`config.mk`:
```
export PLATFORM = sky130hd
export DESIGN_NAME = lcd_pixel_unpacker
export DESIGN_NICKNAME = d
export VERILOG_FILES = /design/src/rtl/lcd_fmt_pkg.sv /design/src/rtl/lcd_unpack_bitbuf.sv /design/src/rtl/lcd_pixel_unpacker.sv
export SDC_FILE = /design/constraint.sdc
export NUM_CORES = 1
export LEC_CHECK = 0
export CAP_MARGIN = 25
export CORE_MARGIN = 1
export CORE_UTILIZATION = 53
export CTS_BUF_LIST = sky130_fd_sc_hd__clkbuf_16
export DETAILED_ROUTE_END_ITERATION = 12
export GPL_TIMING_DRIVEN = 0
export MAX_ROUTING_LAYER = met4
export PLACE_DENSITY = 0.83
export REMOVE_ABC_BUFFERS = 1
export SLEW_MARGIN = 20
export SYNTH_ARGS = -nofsm -noshare
export SYNTH_HDL_FRONTEND = slang
export SYNTH_SLANG_ARGS = --single-unit
```
`constraint.sdc`:
```
create_clock -name clk -period 4.84 [get_ports clk]
set_input_delay 0.484 -clock clk [delete_from_list [all_inputs] [get_ports clk]]
set_output_delay 0.484 -clock clk [all_outputs]
set_load 0.02 [all_outputs]
```
`src/rtl/lcd_fmt_pkg.sv`:
```
// ----------------------------------------------------------------------------
// lcd_fmt_pkg
//   Definitions shared by the LCD pixel formatter and the pixel unpacker so
//   that both sides agree on bit packing.
//
//   Contents:
//     PIX_W, BYTE_W   fixed pixel and byte widths
//     ACC_W, CNT_W    width of the unpacker bit buffer and its fill count
//     lcd_pixmode_t   packing mode (3-bit colour, 4-bit mono, 8-bit mono)
//     pix_bits_t      per-mode bits-per-pixel (w) and useful bits-per-byte (b)
//     pix_bits()      mode -> {w, b}
//     decode_mode()   LcdBW / LcdMono8 pins -> mode
//     byte_mask()     mask selecting the useful bits of a packed byte
//     format_pixel()  buffer LSBs -> 3-bit output pixel for a mode
// ----------------------------------------------------------------------------
package lcd_fmt_pkg;

  localparam int PIX_W  = 3;
  localparam int BYTE_W = 8;

  // The buffer must hold up to W-1 leftover bits plus one whole byte.
  localparam int ACC_W  = PIX_W - 1 + BYTE_W;
  localparam int CNT_W  = 4;

  typedef enum logic [1:0] {
    MODE_COLOR3 = 2'd0,
    MODE_MONO4  = 2'd1,
    MODE_MONO8  = 2'd2
  } lcd_pixmode_t;

  typedef struct packed {
    logic [CNT_W-1:0] w;  // stream bits consumed per pixel
    logic [CNT_W-1:0] b;  // stream bits contributed per byte
  } pix_bits_t;

  function automatic pix_bits_t pix_bits(input lcd_pixmode_t mode);
    pix_bits_t r;
    r.w = (mode == MODE_COLOR3) ? CNT_W'(PIX_W) : CNT_W'(1);
    r.b = (mode == MODE_MONO4)  ? CNT_W'(4)     : CNT_W'(BYTE_W);
    return r;
  endfunction

  function automatic lcd_pixmode_t decode_mode(input logic bw, input logic mono8);
    lcd_pixmode_t m;
    if (!bw) begin
      m = MODE_COLOR3;
    end else if (mono8) begin
      m = MODE_MONO8;
    end else begin
      m = MODE_MONO4;
    end
    return m;
  endfunction

  // Only a 4-bit byte payload drops its upper nibble.
  function automatic logic [BYTE_W-1:0] byte_mask(input logic [CNT_W-1:0] b);
    return (b == CNT_W'(4)) ? 8'h0F : 8'hFF;
  endfunction

  // Mono pixels are replicated so the panel sees full black or full white;
  // the formatter only looks at bit 0, so a round trip is lossless.
  function automatic logic [PIX_W-1:0] format_pixel(input lcd_pixmode_t mode,
                                                    input logic [PIX_W-1:0] lsb);
    logic [PIX_W-1:0] p;
    if (mode == MODE_COLOR3) begin
      p = lsb;
    end else begin
      p = {PIX_W{lsb[0]}};
    end
    return p;
  endfunction

endpackage

```
`src/rtl/lcd_unpack_bitbuf.sv`:
```
// ----------------------------------------------------------------------------
// lcd_unpack_bitbuf
//   LSB-first bit buffer of the pixel unpacker. Holds acc (buffered stream
//   bits) and cnt (how many of them are live). Each cycle it optionally drops
//   one pixel (w bits) from the bottom and optionally merges a fresh byte
//   (b useful bits) directly above the bits that remain.
//
//   Ports:
//     clk      in   clock, rising edge
//     clear    in   synchronous clear of acc/cnt (reset or flush)
//     w        in   bits per pixel for the current mode
//     b        in   useful bits per byte for the current mode
//     xfer     in   a pixel leaves the buffer this cycle
//     read     in   the byte on datain enters the buffer this cycle
//     datain   in   FIFO head byte
//     pix_lsb  out  lowest PIX_W buffered bits (next pixel)
//     cnt      out  number of live bits in the buffer (0..10)
//     rem      out  bits left after this cycle's transfer
// ----------------------------------------------------------------------------
module lcd_unpack_bitbuf
  import lcd_fmt_pkg::*;
(
  input  logic              clk,
  input  logic              clear,
  input  logic [CNT_W-1:0]  w,
  input  logic [CNT_W-1:0]  b,
  input  logic              xfer,
  input  logic              read,
  input  logic [BYTE_W-1:0] datain,
  output logic [PIX_W-1:0]  pix_lsb,
  output logic [CNT_W-1:0]  cnt,
  output logic [CNT_W-1:0]  rem
);

  logic [ACC_W-1:0] acc_q, acc_d;
  logic [CNT_W-1:0] cnt_q, cnt_d;
  logic [ACC_W-1:0] fresh;
  logic [ACC_W-1:0] kept;

  // Kept separate from the merge logic: the top derives read from rem, and
  // read feeds back into the merge below.
  assign rem = xfer ? (cnt_q - w) : cnt_q;

  always_comb begin
    kept  = xfer ? (acc_q >> w) : acc_q;
    fresh = {{(ACC_W-BYTE_W){1'b0}}, datain & byte_mask(b)} << rem;
    acc_d = kept;
    cnt_d = rem;
    if (read) begin
      // Bits above rem are zero, so OR is a clean append.
      acc_d = kept | fresh;
      cnt_d = rem + b;
    end
  end

  always_ff @(posedge clk) begin
    if (clear) begin
      acc_q <= '0;
      cnt_q <= '0;
    end else begin
      acc_q <= acc_d;
      cnt_q <= cnt_d;
    end
  end

  assign pix_lsb = acc_q[PIX_W-1:0];
  assign cnt     = cnt_q;

endmodule

```
`src/rtl/lcd_pixel_unpacker.sv`:
```
// ----------------------------------------------------------------------------
// lcd_pixel_unpacker
//   Pops packed bytes from a show-ahead byte FIFO and re-serialises them into
//   one 3-bit pixel per transfer on a valid/stall stream, using the same
//   LSB-first packing as the LCD pixel formatter (3-bit colour, 4-bit STN
//   mono, 8-bit mono).
//
//   Build option: define LCD_UNPACK_CNT_EN to add the pixcnt output, a 16-bit
//   wrapping count of transferred pixels cleared by reset and flush.
//
//   Ports:
//     clk        in   sole clock, rising edge
//     reset      in   synchronous active-high reset
//     flush      in   synchronous discard of residual bits; re-samples mode
//     LcdBW      in   1 = mono, 0 = colour (sampled only on reset/flush)
//     LcdMono8   in   mono only: 1 = 8 pixels/byte, 0 = 4 pixels/byte
//     datain     in   FIFO head byte, valid whenever empty = 0
//     empty      in   FIFO empty
//     read       out  pop the FIFO head this cycle
//     greypixel  out  current pixel
//     valid      out  greypixel is meaningful
//     stall      in   downstream not accepting; transfer = valid && !stall
//     pixcnt     out  transferred-pixel count (LCD_UNPACK_CNT_EN only)
// ----------------------------------------------------------------------------
module lcd_pixel_unpacker
  import lcd_fmt_pkg::*;
(
  input  logic              clk,
  input  logic              reset,
  input  logic              flush,
  input  logic              LcdBW,
  input  logic              LcdMono8,
  input  logic [BYTE_W-1:0] datain,
  input  logic              empty,
  output logic              read,
  output logic [PIX_W-1:0]  greypixel,
  output logic              valid,
  input  logic              stall
`ifdef LCD_UNPACK_CNT_EN
  ,
  output logic [15:0]       pixcnt
`endif
);

  lcd_pixmode_t     mode_q, mode_d;
  pix_bits_t        pb;
  logic             clear;
  logic             xfer;
  logic [PIX_W-1:0] pix_lsb;
  logic [CNT_W-1:0] cnt;
  logic [CNT_W-1:0] rem;

  assign clear  = reset | flush;

  // Mode pins are only honoured on reset/flush so a mid-frame change cannot
  // re-interpret bits already buffered.
  assign mode_d = decode_mode(LcdBW, LcdMono8);

  always_ff @(posedge clk) begin
    if (reset || flush) begin
      mode_q <= mode_d;
    end
  end

  assign pb = pix_bits(mode_q);

  // valid depends on registered state only; stall reaches read, never valid.
  assign valid = (cnt >= pb.w);
  assign xfer  = valid & ~stall;

  // Pop whenever what survives this cycle cannot form a whole pixel. This
  // lets the refill overlap the transfer of the last whole pixel.
  assign read  = ~empty & (rem < pb.w) & ~reset & ~flush;

  lcd_unpack_bitbuf u_bitbuf (
    .clk     (clk),
    .clear   (clear),
    .w       (pb.w),
    .b       (pb.b),
    .xfer    (xfer),
    .read    (read),
    .datain  (datain),
    .pix_lsb (pix_lsb),
    .cnt     (cnt),
    .rem     (rem)
  );

  assign greypixel = format_pixel(mode_q, pix_lsb);

`ifdef LCD_UNPACK_CNT_EN
  logic [15:0] pixcnt_q, pixcnt_d;

  assign pixcnt_d = xfer ? (pixcnt_q + 16'd1) : pixcnt_q;

  always_ff @(posedge clk) begin
    if (reset || flush) begin
      pixcnt_q <= '0;
    end else begin
      pixcnt_q <= pixcnt_d;
    end
  end

  assign pixcnt = pixcnt_q;
`endif

endmodule

```
Word-level counts from Yosys, hierarchy flattened --
Cells that the tools add are included.
Cells by class: add/subtract/negate cells 2, $mul 0, div/mod/pow operators 0, $lt $le $gt $ge 2, eq/ne operators 2, shift operators 2, multiplexer cells 9, bitwise gates (word level) 11, reduce and logical (&&, ||, !) cells 2
Operators with widths (count):
- two-way mux 10 bit | 2
- two-way mux 4 bit | 3
- OR 10 bit | 1
- << shifter 8 x 4 -> 10 bit | 1
- >> shifter 10 x 2 -> 10 bit | 1
- bitwise AND 8 bit | 1
- two-way mux 8 bit | 1
- adder 4 bit | 1
- bitwise AND 1 bit | 4
- == test 4 x 3 -> 1 bit, second input constant | 1
- greater-or-equal comparator 4 x 2 -> 1 bit | 1
- < comparator 4 x 2 -> 1 bit | 1
- two-way mux 2 bit | 2
- NOT 1 bit | 4
- subtractor 4 x 2 -> 4 bit | 1
- two-way mux 3 bit | 1
- == test 2 x 1 -> 1 bit, second input constant | 1
- zero test 2 bit | 1
- logical OR 1 bit | 1
- OR 1 bit | 1
Word-level totals: register bits 16, bits in latches 0, bits in writable memories 0, memory bits (read-only) 0, input port bits 15, output and inout bits 5, word-level logic and storage cells 33, memories kept 0

Logic depth before layout (Yosys ltp) --
Gate-level depths: netlist of the first run.
depth in word-level cells 10, depth in mapped cells 15, gate-level depth less buffers 12

Cells and area by module --
From an unflattened synthesis of the first run, not the netlist that was laid out.
Unflattened totals: cell total of the unflattened synthesis 213, area, all modules 1765.4 um2
Modules (own cells, without submodules):
- lcd_unpack_bitbuf | instances 1, cells an instance 194, area an instance 1572.8 um2, sequential area each 280.3 um2
- lcd_pixel_unpacker | instances 1, cells an instance 19, area an instance 192.7 um2, sequential area each 60.1 um2

Worst setup path before layout of the first run --
Ideal clock, no wire load.
path type register to output, start register mode_q[1], end output read, arrival time 3.695 ns, slack 0.661 ns, stages on the path, launching flop included 14, path through edfxtp_1 -> or2_2 -> clkbuf_1 -> ha_1 -> ha_1 -> nor4b_4 -> or2_2 -> buf_2 -> o21a_1 -> buf_2 -> inv_1 -> ha_1 -> or3_4 -> a2111oi_4
Between the ends: cells in the longest elaborated chain, start to end 9
Ends and longest elaborated chain:
- start, declared | line lcd_pixel_unpacker.sv:45 | lcd_pixmode_t mode_q, mode_d;
- start signal, assigned | line lcd_pixel_unpacker.sv:61 | mode_q <= mode_d;
- zero test 2 bit (*) | line lcd_fmt_pkg.sv:38 | r.w = (mode == MODE_COLOR3) ? CNT_W'(PIX_W) : CNT_W'(1);
- two-way mux 2 bit (*) | line lcd_fmt_pkg.sv:38
- greater-or-equal comparator 4 x 2 -> 1 bit | line lcd_pixel_unpacker.sv:68 | assign valid = (cnt >= pb.w);
- bitwise AND 1 bit | line lcd_pixel_unpacker.sv:69 | assign xfer = valid & ~stall;
- two-way mux 4 bit (*) | line lcd_unpack_bitbuf.sv:42 | assign rem = xfer ? (cnt_q - w) : cnt_q;
- named net rem[1] | line lcd_pixel_unpacker.sv:51 | logic [CNT_W-1:0] rem;
- < comparator 4 x 2 -> 1 bit (*) | line lcd_pixel_unpacker.sv:73 | assign read = ~empty & (rem < pb.w) & ~reset & ~flush;
- bitwise AND 1 bit (*) (3 in a row) | line lcd_pixel_unpacker.sv:73
- end, declared | line lcd_pixel_unpacker.sv:35 | output logic read,
The timed path passes the listed nets; every way through them passes the cells marked *.

Worst setup path after layout of the first run --
Ends and elaborated chain as after synthesis.

==> impl_metrics.json, run 1 <==
{
  "min_path_type": "flop to flop",
  "nNetsFinal": 209,
  "numClockSinks": 16,
  "critical_path.reg2reg.startpoint": "mode_q[1]",
  "yosys-top-cells-area": "dfxtp_1, nand2_1, a21oi_1",
  "period_minus_slack_ps": 4690,
  "grt_use_total": 0.278,
  "worstMarginPinSlew_ps": 602,
  "grt_antenna_before_repair": 0,
  "synth-compound-area-share": 0.221,
  "combinationalPowerShare": 0.252,
  "setup_slack_ps": 151,
  "ant_nets": 0,
  "clock.fmax_ghz": 0.213,
  "power_density_mw_per_mm2": 258,
  "worst_hold_stages": 2,
  "core.rowCount": 17,
  "fin_util": 0.701,
  "port_buffers": 19,
  "totalWireLength_mm": 3.35,
  "grt_max_degree": 20,
  "synth_seq_area_share": 0.259,
  "first_global_vias": 1253,
  "switching_power_total_mw": 0.115,
  "setup.worst_path.start_class": "flop",
  "dp.final_hpwl_mm": 2.28,
  "syn-instance-count": 174,
  "number_of_vias_in_the_routed_layout": 1363,
  "finalClockSkew_ps": 1.07,
  "tritoncts": "built",
  "via_per_inst": 6.31,
  "synth_top_cell_area_share": 0.214,
  "hold_path_startpoint": "u_bitbuf.acc_q[9]",
  "synthAdderAreaFrac": 0.0534,
  "synth.ff_latch_count": 16,
  "worst_setup_path_end_kind": "output port",
  "synth-xor-area-share": 0.0324,
  "detail_route.first_pass.iterations": 5,
  "clock_tree_buf_depth": 2,
  "critical_path_at_ps": 4200,
  "worst_slew_margin_rel": 0.599,
  "power.clock.fraction": 0.395,
  "required_ps": 4360,
  "finalSetupViolCount": 0,
  "internal_power_component_mw": 0.296,
  "floorplan.die.height_um": 51.8,
  "synth-edff-count": 2,
  "cts_buffers": 3,
  "total_power_mw": 0.411,
  "wl_per_cell_um": 15.5,
  "postSynth.topFlopCell": "dfxtp_1",
  "routabilityCongestion": 0.909,
  "cts_root_buffer": "clkbuf_16",
  "crit_type": "flop to output port",
  "timing.setup.tns_ps": 0,
  "initial_core_utilization": 0.577,
  "share_of_final_layout_standard_cells_stronger_than_drive_strength_1": 0.106,
  "initialDrtViolationCount": 56,
  "synth.lib_cells_used.distinct": 45,
  "design.core.area_mm2": 0.00228,
  "final.period_utilization": 0.969,
  "switching_share": 0.280,
  "clk-insertion-delay-late_ps": 250,
  "area_delta_synth_final_pct": 21.6,
  "run_status": "finished, final reports clean",
  "post_synth_mux_area_share": 0.0877,
  "vdd_drop_max_mv": 0.206,
  "dominant_combinational_cell_family_by_area_after_synthesis": "simple AND/OR/NAND/NOR gates",
  "cts_max_level": 1,
  "fp.dieW_um": 51.8,
  "design.die.area_mm2": 0.00268,
  "finalHoldViolCount": 0,
  "syn_area_per_cell_um2": 7.54,
  "grt_first_pass_wirelength_mm": 5.37,
  "synth-simple-area-share": 0.284,
  "placement.setup.worst_slack_ps": -354,
  "cts_hold_buf": 0,
  "synth.largest_area_cell": "dfxtp_1",
  "ys_async_sr_fraction": 0,
  "route.detailed.drc": 0,
  "report.final.slew_viol_count": 0,
  "maxCapViolCount": 0,
  "grt-ovfl-total": 0,
  "critical_path.startpoint": "mode_q[1]",
  "critical_path.max_fanout": 13,
  "antenna_cells": 0,
  "worst_path_clk_slew_ps": 50,
  "seq_power_share": 0.354,
  "r2r.worst_path.cells": 13,
  "synthesized_cell_area_mm2": 0.00131,
  "static-leakage-power_nw": 0.629,
  "num_io_pins": 20,
  "yosysWarnings": 0
}
-- state kept, by name, indices dropped and copies added, names as in the netlist --
name and flops:
u_bitbuf.acc_q 10, u_bitbuf.cnt 4, mode_q 2
-- cell usage after synthesis, types with 3 or more instances --
cell type	n
or2_2	3
o21ai_0	7
and3_1	4
clkbuf_1	7
dfxtp_1	14
nand2_1	34
inv_1	6
a211oi_1	3
mux2i_1	7
o22ai_1	4
nor2_1	6
a21oi_1	20
ha_1	4
nor3_1	5
nand3_1	9
-- worst paths after layout --
kind	slack (ps)	to
worst max-delay path	150	read
worst min-delay path	510	u_bitbuf.acc_q[9]
worst min register to register	510	u_bitbuf.acc_q[9]
worst max register to register	980	u_bitbuf.acc_q[9]
-- timing repair --
item | 4_1_cts | 5_1_grt
buffers inserted | 1 | 2
pin swaps | 1 | 1
setup endpoints to repair | 1 | 1
gates cloned | 0 | 0
resized for setup | 2 | 2
-- power by group through the flow --
stage                     Sequential (mW)  Combinational, mW  Clock, mW
after floorplan                     0.147             0.0635          0
after global placement              0.147             0.0950          0
after detailed placement            0.148             0.0982          0
after CTS                           0.145              0.100      0.163
after global routing                0.146              0.111      0.170
final                               0.145              0.103      0.162
-- layer usage --
metal  track usage  part of all wire  wire length, um  vias to the layer above
met5             -                 0                0                        -
met4         0.153             0.016               53                        0
met3        0.0439              0.10              336                        7
met2         0.478              0.51             1700                       82
met1         0.304              0.38             1260                      629
li1              -                 -                -                      645
-- kinds of logic (layout without fill, tap and decap cells) --
logic type               after synthesis  after routing
AND/OR/NAND/NOR                       74             74
AO/OA/AOI/OAI                         45             45
buffers and inverters                 20             34
flip-flops                            16             16
multiplexers                          10             10
adder cells (fa/ha/maj)                5              5
XOR/XNOR                               4              4
-- stage by stage --
| step | hold WS [ps] | instances | instance area (um^2) |
|---|---|---|---|
| after global routing | 524 | 216 | 1600 |
| final | 508 | 216 | 1600 |
| after CTS | 510 | 214 | 1580 |
| after global placement | 463 | 209 | 1490 |
| after floorplan | 445 | 162 | 1260 |
| after detailed placement | 503 | 209 | 1490 |
-- final cells by class --
type	instances	area, um^2
multi-input combinational	138	895
fill	191	679
sequential	16	342
timing repair buffer	22	213
clock buffer	3	75.1
tap	28	35.0
inverter	8	33.8
clock inverter	1	3.75
-- layout by cell type, fill, tap and decap left out, types with 3 or more instances in the layout --
master / synthesis / routed
a21oi_1: 20 / 20
nor3_1: 5 / 5
o22ai_1: 4 / 4
clkdlybuf4s50_1: 0 / 19
clkbuf_16: 0 / 3
inv_1: 6 / 7
nor2_1: 6 / 6
mux2i_1: 7 / 7
o21ai_0: 7 / 7
and3_1: 4 / 4
buf_4: 1 / 3
a211oi_1: 3 / 3
nand2_1: 34 / 34
dfxtp_1: 14 / 13
ha_1: 4 / 4
nand3_1: 9 / 9
-- critical path, stage by stage (launching register included) --
cell,delay (ps)
edfxtp_1,370
or2_2,430
ha_1,340
ha_1,230
nor4b_4,440
or2_4,220
o21a_2,220
inv_1,170
ha_1,220
or3_4,400
a2111oi_4,250
clkdlybuf4s50_1,670
No activity file was read; power rests on OpenSTA's default activity.
==> inputs of run 2 (changes only) <==
--- a/config.mk
+++ b/config.mk
@@ -6,13 +6,13 @@
 export NUM_CORES = 1
 export LEC_CHECK = 0
 export CAP_MARGIN = 25
-export CORE_MARGIN = 1
-export CORE_UTILIZATION = 53
+export CORE_MARGIN = 2
+export CORE_UTILIZATION = 48
 export CTS_BUF_LIST = sky130_fd_sc_hd__clkbuf_16
 export DETAILED_ROUTE_END_ITERATION = 12
 export GPL_TIMING_DRIVEN = 0
 export MAX_ROUTING_LAYER = met4
-export PLACE_DENSITY = 0.83
+export PLACE_DENSITY = 0.79
 export REMOVE_ABC_BUFFERS = 1
 export SLEW_MARGIN = 20
 export SYNTH_ARGS = -nofsm -noshare
==> constraint.sdc (replaced) <==
create_clock -name clk -period 4 [get_ports clk]
set_input_delay 0.4 -clock clk [delete_from_list [all_inputs] [get_ports clk]]
set_output_delay 0.4 -clock clk [all_outputs]
set_load 0.02 [all_outputs]
==> impl_metrics.json, run 2 (same netlist as run 1, synthesis figures left out) <==
{
  "placement.setup.worst_slack_ps": -1160,
  "grt_use_total": 0.230,
  "routed-wl-met2_mm": 1.65,
  "largest_register_ffs": 10,
  "num_io_pins": 20,
  "worstPathCellList": "or2_4 -> ha_1 -> ha_1 -> nor4b_4 -> or2_4 -> o21a_4 -> inv_1 -> ha_1 -> or3_4 -> a2111oi_4 -> buf_4",
  "finalHoldViolCount": 0,
  "routabilityCongestion": 0.894,
  "cts_hold_buf": 0,
  "wl_met1_mm": 1.34,
  "area_delta_synth_final_pct": 23.0,
  "via_per_inst": 6.02,
  "number_of_vias_in_the_routed_layout": 1318,
  "vdd_drop_max_mv": 0.482,
  "ant_nets": 0,
  "mostFrequentLayoutCells": "nand2_1, a21oi_1, clkdlybuf4s50_1, dfxtp_1, nand3_1",
  "critPathMaxStageDelay_ps": 400,
  "final.period_utilization": 0.961,
  "design.die.area_mm2": 0.00317,
  "timing.critical_path.mode_cell": "ha_1",
  "nNetsFinal": 210,
  "fin_util": 0.634,
  "setup_slack_ps": 158,
  "critPathSlowestCell": "or3_4",
  "setup.worst_path.start_class": "flop",
  "grt_max_degree": 19,
  "tritoncts": "built",
  "numClockSinks": 16,
  "period_minus_slack_ps": 3840,
  "cts_max_level": 1,
  "maxCapViolCount": 0,
  "critical_path.max_fanout": 13,
  "design.core.area_mm2": 0.00254,
  "report.final.slew_viol_count": 0,
  "port_buffers": 19,
  "worst_path_clk_slew_ps": 50,
  "required_ps": 3600,
  "core.rowCount": 18,
  "cts_buffers": 3,
  "power_density_mw_per_mm2": 310,
  "cpLargestDelayFamily": "simple AND/OR/NAND/NOR gates",
  "crit_type": "flop to output port",
  "dp.final_hpwl_mm": 2.30,
  "finalClockSkew_ps": 7.22,
  "worstMarginPinSlew_ps": 662,
  "layout.cells.most_common": "nand2_1",
  "top_register": "u_bitbuf.acc_q",
  "run_status": "finished, final reports clean",
  "initialDrtViolationCount": 47,
  "grt_antenna_before_repair": 0,
  "static-leakage-power_nw": 0.635,
  "grt_setup_unrepaired": "false",
  "grt_first_pass_wirelength_mm": 5.61,
  "clock_tree_buf_depth": 2,
  "initial_core_utilization": 0.516,
  "detail_route.first_pass.iterations": 4,
  "first_global_vias": 1210,
  "wl_per_cell_um": 14.7,
  "met3WireLength_um": 199,
  "worst_slew_margin_rel": 0.559,
  "antenna_cells": 0,
  "fp.dieW_um": 56.3,
  "share_of_final_layout_standard_cells_stronger_than_drive_strength_1": 0.122,
  "totalWireLength_mm": 3.23,
  "route.detailed.drc": 0,
  "finalSetupViolCount": 0,
  "worst_setup_path_end_kind": "output port",
  "min_path_type": "flop to flop",
  "clock.fmax_ghz": 0.260,
  "timing.setup.tns_ps": 0,
  "critical_path_at_ps": 3440,
  "floorplan.die.height_um": 56.3,
  "clk-insertion-delay-late_ps": 250,
  "total_power_mw": 0.501,
  "top_signal_layer_used": "met4",
  "worstPathBufferInverterCount": 2,
  "grt-ovfl-total": 0,
  "cts_root_buffer": "clkbuf_16"
}
-- run 2: cell types whose count changed in the layout (fill, tap and decap cells not counted) --
cell / previous run / this run
buf_4: 3 / 5
clkdlybuf4s50_1: 19 / 18
clkinv_1: 1 / 0
clkinv_2: 0 / 1
o21a_2: 1 / 0
o21a_4: 0 / 1
or2_2: 2 / 1
or2_4: 1 / 2
-- run 2: repair_timing --
action                                  in CTS  in global routing
buffers inserted                             4                  0
gates resized for setup                      8                  4
endpoints found under the setup margin      13                  1
pin swaps                                    3                  0
-- run 2: metrics by stage --
step / area (um^2) / hold WS [ps] / cells
after floorplan: 1260 / 445 / 162
after global placement: 1490 / 464 / 211
after detailed placement: 1490 / 477 / 211
after CTS: 1610 / 486 / 219
after global routing: 1610 / 518 / 219
final: 1610 / 484 / 219
-- run 2: layer usage --
layer	track usage	vias to the layer above
met5	-	-
met4	0.0476	0
met3	0.0415	3
met2	0.383	55
met1	0.291	611
li1	-	649
-- run 2: layout make-up --
cell class	count	area, um^2
Tap cell	30	37.5
Timing Repair Buffer	23	218
Sequential cell	16	342
Clock buffer	3	75.1
Clock inverter	1	3.75
Inverter	8	35.0
Multi-Input combinational cell	138	903
Fill cell	238	931
-- run 2: worst min-delay path, cell delays in order (launching register included) --
cell	delay, ps
dfxtp_1	320
nand2_1	60
a21oi_1	50
-- run 2: where the power goes --
| group | total, mW | switching (mW) | leakage (nW) | internal [mW] |
|---|---|---|---|---|
| combinational | 0.129 | 0.0703 | 0.458 | 0.0583 |
| sequential | 0.176 | 0.00591 | 0.135 | 0.170 |
| clock | 0.196 | 0.0634 | 0.0423 | 0.133 |
| total | 0.501 | 0.140 | 0.635 | 0.361 |
-- run 2: worst paths after layout --
check / end / slack [ps] / start / depth (start not counted)
setup reg to reg: u_bitbuf.acc_q[4] / 410 / mode_q[0] / 13
hold / removal: u_bitbuf.acc_q[9] / 480 / u_bitbuf.acc_q[9] / 2
setup / recovery: read / 160 / mode_q[0] / 11
hold reg to reg: u_bitbuf.acc_q[9] / 480 / u_bitbuf.acc_q[9] / 2
==> inputs of run 3 (changes only) <==
--- a/config.mk
+++ b/config.mk
@@ -7,12 +7,13 @@
 export LEC_CHECK = 0
 export CAP_MARGIN = 25
 export CORE_MARGIN = 2
-export CORE_UTILIZATION = 48
+export CORE_UTILIZATION = 55
 export CTS_BUF_LIST = sky130_fd_sc_hd__clkbuf_16
 export DETAILED_ROUTE_END_ITERATION = 12
+export DONT_BUFFER_PORTS = 1
 export GPL_TIMING_DRIVEN = 0
 export MAX_ROUTING_LAYER = met4
-export PLACE_DENSITY = 0.79
+export PLACE_DENSITY = 0.77
 export REMOVE_ABC_BUFFERS = 1
 export SLEW_MARGIN = 20
 export SYNTH_ARGS = -nofsm -noshare
==> impl_metrics.json, run 3 (same netlist as run 1, synthesis figures left out) <==
{
  "run_status": "finished, final reports clean",
  "clk-insertion-delay-late_ps": 250,
  "crit_type": "flop to output port",
  "floorplan.die.height_um": 52.9,
  "placed_area_mm2": 0.00130,
  "grt-ovfl-total": 0,
  "power_density_mw_per_mm2": 336,
  "design.die.area_mm2": 0.00279,
  "finalClockSkew_ps": 3.37,
  "top_register": "u_bitbuf.acc_q",
  "cts_max_level": 1,
  "route.detailed.drc": 0,
  "worst_path_clk_slew_ps": 50,
  "dp.final_hpwl_mm": 2.15,
  "number_of_vias_in_the_routed_layout": 1285,
  "initialDrtViolationCount": 62,
  "vdd_drop_max_mv": 0.264,
  "num_io_pins": 20,
  "cpLargestDelayFamily": "simple AND/OR/NAND/NOR gates",
  "area_delta_synth_final_pct": 9.63,
  "finalSetupViolCount": 0,
  "finalInstanceArea_mm2": 0.00144,
  "largest_register_ffs": 10,
  "finalHoldViolCount": 0,
  "worstPathBufferInverterCount": 1,
  "worstMarginPinSlew_ps": 775,
  "grt_setup_unrepaired": "false",
  "routabilityCongestion": 0.918,
  "mostFrequentLayoutCells": "nand2_1, a21oi_1, dfxtp_1, nand3_1",
  "port_buffers": 0,
  "period_minus_slack_ps": 3830,
  "design.core.area_mm2": 0.00223,
  "grt_use_total": 0.260,
  "worstPathCellList": "or2_4 -> ha_1 -> ha_1 -> nor4b_4 -> or2_4 -> o21a_4 -> inv_2 -> ha_1 -> or3_4 -> a2111oi_4",
  "cts_buffers": 3,
  "report.final.slew_viol_count": 0,
  "antenna_cells": 0,
  "detail_route.first_pass.iterations": 5,
  "fin_hold_ws_ps": 321,
  "first_global_vias": 1171,
  "clock_tree_buf_depth": 2,
  "static-leakage-power_nw": 0.558,
  "critical_path.max_fanout": 9,
  "final.period_utilization": 0.958,
  "critical_path_at_ps": 3430,
  "maxCapViolCount": 0,
  "ant_nets": 0,
  "clock.fmax_ghz": 0.261,
  "dp_cells": 190,
  "totalWireLength_mm": 3.19,
  "fp.dieW_um": 52.9,
  "layout.filler_cells": 215,
  "critPathSlowestCell": "a2111oi_4",
  "grt_first_pass_wirelength_mm": 5.12,
  "timing.critical_path.mode_cell": "ha_1",
  "critPathMaxStageDelay_ps": 570,
  "core.rowCount": 17,
  "nNetsFinal": 192,
  "final_cells": 199,
  "numClockSinks": 16,
  "share_of_final_layout_standard_cells_stronger_than_drive_strength_1": 0.140,
  "grt_antenna_before_repair": 0,
  "via_per_inst": 6.46,
  "cts_root_buffer": "clkbuf_16",
  "wl_per_cell_um": 16.0,
  "initial_core_utilization": 0.588,
  "worst_setup_path_end_kind": "output port",
  "required_ps": 3600,
  "layout.cells.most_common": "nand2_1",
  "min_path_type": "primary input to flop",
  "grt_max_degree": 19,
  "setup.worst_path.start_class": "flop",
  "worst_slew_margin_rel": 0.483,
  "fin_util": 0.644,
  "tritoncts": "built",
  "cts_hold_buf": 0
}
## run 3: changes by cell type in the layout (fill, tap and decap cells not counted)
cell             previous run  this run
clkdlybuf4s50_1            18         0
inv_1                       7         5
a2111oi_2                   0         1
buf_4                       5         4
clkinv_1                    0         1
inv_2                       0         1
## run 3: layer usage
| layer | wire, um | share of wire | track usage | vias up |
|---|---|---|---|---|
| met5 | 0 | 0 | - | - |
| met4 | 88 | 0.028 | 0.141 | 0 |
| met3 | 245 | 0.077 | 0.0452 | 11 |
| met2 | 1480 | 0.47 | 0.400 | 61 |
| met1 | 1370 | 0.43 | 0.324 | 599 |
| li1 | - | - | - | 614 |
## run 3: cell type report
cell class / instances / area [um^2] / area share
multi-input cells: 139 / 918 / 0.638
flip-flops and latches: 16 / 342 / 0.237
clock buffers: 3 / 75.1 / 0.0522
inverters: 8 / 35.0 / 0.0243
well taps: 28 / 35.0 / 0.0243
repair buffers: 4 / 30.0 / 0.0209
clock inverters: 1 / 3.75 / 0.00261
## run 3: through the flow
stage | power (mW) | setup WS, ps | TNS [ps]
2_1_floorplan | 0.255 | -1.34 | -1.34
3_3_place_gp | 0.270 | -554 | -5520
3_5_place_dp | 0.273 | -624 | -6400
4_1_cts | 0.478 | 36.4 | 0
5_1_grt | 0.499 | 3.00 | 0
6_report | 0.484 | 167 | 0
## run 3: where the power goes
part | switching [mW] | internal [mW] | leakage, nW | total [mW]
Combinational | 0.0642 | 0.0428 | 0.384 | 0.107
Clock | 0.0670 | 0.133 | 0.0385 | 0.200
Sequential | 0.00677 | 0.170 | 0.135 | 0.177
## run 3: worst reg2reg max path, stage by stage, from the launching register on
cell and delay, ps:
edfxtp_1 380, or2_4 320, ha_1 320, ha_1 230
nor4b_4 320, or2_4 180, o21a_4 180, inv_2 80
ha_1 190, or3_4 420, a2111oi_2 690, o21ai_1 170
a21oi_1 160
## run 3: final timing paths
check / start / to / slack (ps) / depth (start not counted)
setup / recovery: mode_q[0] / read / 170 / 10
hold / removal: datain[0] / u_bitbuf.acc_q[0] / 320 / 2
setup reg to reg: mode_q[0] / u_bitbuf.acc_q[2] / 300 / 12
hold reg to reg: u_bitbuf.acc_q[9] / u_bitbuf.acc_q[9] / 480 / 2
## run 3: timing repair
item | CTS | global route
setup endpoints to repair | 13 | 7
cloned | 1 | 0
pin swaps | 3 | 4
resized for setup | 5 | 3
setup buffers | 2 | 2
